--- config.mk ---
export PLATFORM = sky130hd
export DESIGN_NAME = demux_router
export DESIGN_NICKNAME = d
export VERILOG_FILES = /design/src/rtl/demux_router_pkg.sv /design/src/rtl/demux_slot.sv /design/src/rtl/demux_router.sv
export SDC_FILE = /design/constraint.sdc
export NUM_CORES = 1
export LEC_CHECK = 0
export BUFFER_PORTS_ARGS = -buffer_cell sky130_fd_sc_hd__buf_2
export CAP_MARGIN = 20
export CORE_MARGIN = 1
export CORE_UTILIZATION = 44
export DETAILED_ROUTE_END_ITERATION = 12
export PLACE_DENSITY = 0.78
export SYNTH_ARGS = -nofsm -noshare
export SYNTH_HDL_FRONTEND = slang
export SYNTH_SLANG_ARGS = --single-unit
--- constraint.sdc ---
create_clock -name clk -period 1.5 [get_ports clk]
set_clock_uncertainty 0.15 [all_clocks]
set_input_delay 0.375 -clock clk [delete_from_list [all_inputs] [get_ports clk]]
set_output_delay 0.375 -clock clk [all_outputs]
set_load 0.1 [all_outputs]
--- src/rtl/demux_router_pkg.sv ---
// demux_router_pkg: default widths and port-select constants for demux_router
package demux_router_pkg;
    localparam int WIDTH_DEF = 8;
    localparam int CNT_W_DEF = 8;
    localparam logic PORT_A = 1'b0;
    localparam logic PORT_B = 1'b1;
endpackage

--- src/rtl/demux_slot.sv ---
// demux_slot: one-entry holding register with load, drain and valid flag
module demux_slot #(
    parameter int WIDTH = 8
) (
    input  logic             clk,
    input  logic             rst,
    input  logic             load,
    input  logic [WIDTH-1:0] ld_data,
    input  logic             ready,
    output logic             valid,
    output logic [WIDTH-1:0] data
);
    always_ff @(posedge clk) begin
        valid <= rst ? 1'b0 : load ? 1'b1 : (valid && ready) ? 1'b0 : valid;
        data  <= rst ? '0 : load ? ld_data : data;
    end
endmodule

--- src/rtl/demux_router.sv ---
// demux_router: routes each input word to port a or b; DEMUX_ROUTER_COUNT_EN enables transfer counters
module demux_router
    import demux_router_pkg::*;
#(
    parameter int WIDTH = WIDTH_DEF,
    parameter int CNT_W = CNT_W_DEF
) (
    input  logic             clk,
    input  logic             rst,
    input  logic [WIDTH-1:0] in_data,
    input  logic             in_sel,
    input  logic             in_valid,
    output logic             in_ready,
    output logic [WIDTH-1:0] a_data,
    output logic             a_valid,
    input  logic             a_ready,
    output logic [WIDTH-1:0] b_data,
    output logic             b_valid,
    input  logic             b_ready,
    output logic [CNT_W-1:0] cnt_a,
    output logic [CNT_W-1:0] cnt_b
);
    logic load_a, load_b;
    always_comb begin
        in_ready = !rst && ((in_sel == PORT_B) ? (!b_valid || b_ready) : (!a_valid || a_ready));
        load_a   = in_valid && in_ready && (in_sel == PORT_A);
        load_b   = in_valid && in_ready && (in_sel == PORT_B);
    end
    demux_slot #(.WIDTH(WIDTH)) u_slot_a (
        .clk(clk), .rst(rst), .load(load_a), .ld_data(in_data),
        .ready(a_ready), .valid(a_valid), .data(a_data)
    );
    demux_slot #(.WIDTH(WIDTH)) u_slot_b (
        .clk(clk), .rst(rst), .load(load_b), .ld_data(in_data),
        .ready(b_ready), .valid(b_valid), .data(b_data)
    );
`ifdef DEMUX_ROUTER_COUNT_EN
    always_ff @(posedge clk) begin
        cnt_a <= rst ? '0 : cnt_a + CNT_W'(a_valid && a_ready);
        cnt_b <= rst ? '0 : cnt_b + CNT_W'(b_valid && b_ready);
    end
`else
    assign cnt_a = '0;
    assign cnt_b = '0;
`endif
endmodule

Word level (Yosys, flattened, before mapping):

Index checks and enable logic that the tools add are counted.

* bits of input ports: 14
* logic and storage cells: 23
* register bits after elaboration: 18
* output and inout bits: 35

* reductions and logical operators: 13
* mux-type cells: 5
* bitwise gates (word level): 1

Operators with widths (count)
* $logic_and A1 B1 Y1: 6
* $mux W1: 5
* $reduce_bool A2 Y1: 2
* $logic_not A1 Y1: 3
* $logic_or A1 B1 Y1: 2
* $not A1 Y1: 1

Longest topological paths before layout:

* depth after elaboration: 7
* mapped depth: 5

Modules after synthesis:

Synthesis repeated with hierarchy kept, for this count alone.

* cell total of the unflattened synthesis: 84
* area, all modules: 820.8 um2

Modules (own cells, without submodules)
* demux_slot: cells each 30, instances 2, area an instance 321.6 um2, sequential area each 180.2 um2
* demux_router: cells each 24, instances 1, area an instance 177.7 um2, sequential area each 0.0 um2

Worst setup path before layout:

Ideal clock, no wire load.

* kind: register -> output
* from: reg u_slot_a.valid
* to: out in_ready
* arrival: 3.256 ns
* stages on the path, launching flop included: 4
* slack: -2.281 ns
* data required time: 0.975 ns
* path through: dfxtp_1 nand2b_1 nor2_1 a211oi_1

* longest elaborated chain between the ends: 4

RTL lines
* start, declared: line demux_slot.sv:10 `output logic valid,`
* start signal, assigned: line demux_slot.sv:14 `valid <= rst ? 1'b0 : load ? 1'b1 : (valid && ready) ? 1'b0 : valid;`
* $logic_not A1 Y1: line demux_router.sv:25 `in_ready = !rst && ((in_sel == PORT_B) ? (!b_valid || b_ready) : (!a_valid || a_ready));`
* $logic_or A1 B1 Y1: line demux_router.sv:25
* $mux W1: line demux_router.sv:25
* $logic_and A1 B1 Y1: line demux_router.sv:25
* end, declared: line demux_router.sv:13 `output logic in_ready,`

No other way between the ends.

Worst setup path after layout:

* from: reg u_slot_b.valid
* to: out in_ready

* longest elaborated chain between the ends: 4

RTL lines (line)
* start, declared: demux_slot.sv:10
* start signal, assigned: demux_slot.sv:14
* $logic_not A1 Y1: demux_router.sv:25
* $logic_or A1 B1 Y1: demux_router.sv:25
* $mux W1: demux_router.sv:25
* $logic_and A1 B1 Y1: demux_router.sv:25

No other way between the ends.

==> impl_metrics.py <==
metrics = {
    "yosys": {
        "yosysUniqueCellTypes": 17,
        "netlist_instances": 92,
        "synth_area_per_cell_um2": 10.30,
        "yosysTopAreaCell": "dfxtp_1",
        "synthTopCellsByArea": "dfxtp_1, buf_4, mux2_4",
        "synth_area_um2": 947.2,
        "ys_seq_area_frac": 0.3804,
        "synth_seq_cells": 18,
        "synthDominantCellAreaShare": 0.3804,
        "yosysWarnings": 0,
    },
    "grt": {
        "grt_max_degree": 18,
        "grt_pass1_wl_um": 3256,
        "grt_pass1_vias": 687,
        "grt.total_usage": 0.1827,
        "gr-total-overflow": 0,
        "antenna_found_initial": 0,
    },
    "worst_setup_path": {
        "regToRegSetupSlack_ps": 210,
        "cp_max_fo": 2,
        "cp.arrival_ps": 1210,
        "crit_start": "u_slot_b.valid",
        "worstSetupPathType": "register to primary output",
        "startpoint_type": "register",
        "cp-end-kind": "primary output",
        "timing.rr.start": "u_slot_b.valid",
        "crit_required_ps": 970,
    },
    "run": {
        "drv_cap": 0,
    },
    "cts": {
        "holdBufCountCts": 0,
        "cts_tree": "yes",
        "cts_made_buffers": 3,
        "clk_pin_slew_ps": 90,
        "cts-resized-gates": 0,
        "ctsLongestPathBuffers": 2,
        "insertion_delay_ps": 290,
        "root_buffer": "clkbuf_4",
        "htree_levels": 1,
        "cts_sinks": 18,
    },
    "run_status": {
        "violations": "negative setup slack",
        "outcome": "finished, violations left",
    },
    "die": {
        "die_width_um": 48.40,
        "io_pins": 49,
        "core_area_um2": 2002,
        "die_y_um": 48.40,
        "start_util": 0.4731,
        "rows": 16,
        "die_area_um2": 2342,
    },
    "drt": {
        "via_per_inst": 4.675,
        "antenna_left": 0,
        "drt-pass1-iter-count": 3,
        "wirelength_um": 1983,
        "drtIter0Drc": 11,
        "drc": 0,
        "wl_per_cell_um": 12.88,
        "num_vias": 720,
    },
    "sta": {
        "setup_slack_ps": -237.2,
        "hold_viol_final": 0,
        "setup_viol": 1,
        "drv_slew": 0,
        "finalCritPeriodShare": 1.158,
        "rsz0062_at_grt": "yes",
        "layout_min_cycle_time_ps": 1737,
        "clock.fmax_mhz": 575.7,
    },
    "final_layout": {
        "finalNetCount": 143,
        "finalInstanceArea_um2": 1438,
        "multi_input_comb_area_um2": 503.0,
        "nFillCells": 146,
        "fin_util": 0.7181,
        "drive_gt1_frac": 0.4567,
        "seqCellArea_um2": 367.9,
        "diodes": 0,
        "syn_to_final_growth_pct": 51.78,
    },
    "place": {
        "dp_hpwl_um": 1551,
        "place_congestion": 0.7417,
        "io_buffers": 32,
        "post_dp_cell_area_um2": 1400,
        "pre_cts_ws_ps": -73.64,
    },
    "worst_hold_path": {
        "hp-class": "input pin to register",
        "min-delay-start": "in_data[1]",
    },
    "power": {
        "p_total_mw": 1.371,
        "leakage_nw": 0.6443,
        "peakVddDrop_mv": 0.6471,
        "power.density_nw_per_um2": 953.5,
    },
}
layout make-up:
cell class	instances	area share
clock buffers	3	0.01567
multi-input cells	67	0.3499
flip-flops and latches	18	0.2559
well taps	27	0.02350
repair buffers	39	0.3551
repair_timing:
action,4_1_cts,5_1_grt
buffers inserted,2,0
pin swaps,1,0
setup endpoints to repair,1,1
metal layers:
metal  vias to the layer above  GRT usage  wire [um]  share of wire
li1                        348          -          -              -
met1                       336     0.1980        786           0.40
met2                        32     0.3333       1052           0.53
met3                         4    0.04088        109          0.055
met4                         0    0.08824         35          0.018
met5                         -          0          0              0
Yosys cell counts, drive strengths merged:
cell type  number
a211oi          1
a21oi           9
a31o            8
and3b           1
buf            21
clkbuf          1
conb            1
dfxtp          18
mux2            8
nand2           1
nand2b         10
nor2            3
nor2b           9
nor3b           1
worst paths after layout:
| check | endpoint | cells after the start |
|---|---|---|
| hold reg to reg | u_slot_a.valid | 2 |
| hold / removal | u_slot_b.data[1] | 2 |
| setup reg to reg | u_slot_b.data[4] | 5 |
| setup / recovery | in_ready | 3 |
through the flow:
step | std cells | hold WS [ps] | TNS, ps
after floorplan | 107 | 359.1 | -515.0
after global placement | 149 | 371.1 | -70.66
after detailed placement | 149 | 395.6 | -151.4
after CTS | 154 | 161.3 | -255.5
after global routing | 154 | 158.9 | -285.6
final | 154 | 170.4 | -237.2
placed cells by master (no fill, tap or decap), drive strengths merged, types with 3 or more instances in the layout:
cell / Yosys / layout
mux2: 8 / 8
buf: 21 / 39
nor2b: 9 / 9
a21oi: 9 / 9
conb: 1 / 16
nand2b: 10 / 10
clkbuf: 1 / 3
nor2: 3 / 3
dfxtp: 18 / 18
a31o: 8 / 8
critical path: stages, from the launching register on:
cell and delay [ps]:
dfxtp_4 350, nor2b_4 130, a211oi_4 230, buf_12 210
sequential cells by signal, indices dropped and copies added (netlist names):
register,cells
u_slot_a.data,8
u_slot_b.data,8
u_slot_a.valid,1
u_slot_b.valid,1
report_power, final:
| group | switching, mW | internal, mW |
|---|---|---|
| sequential | 0.0273 | 0.502 |
| clock | 0.140 | 0.0934 |
| combinational | 0.438 | 0.171 |
| total | 0.604 | 0.766 |
cells by family after synthesis:
| kind of cell | synth area share |
|---|---|
| buffers and inverters | 0.1770 |
| AND/OR/NAND/NOR | 0.1783 |
| multiplexers | 0.1268 |
| other | 0.003959 |
| AO/OA/AOI/OAI | 0.1334 |
| flip-flops | 0.3805 |
Note: power is estimated with default switching activity, not from simulation.
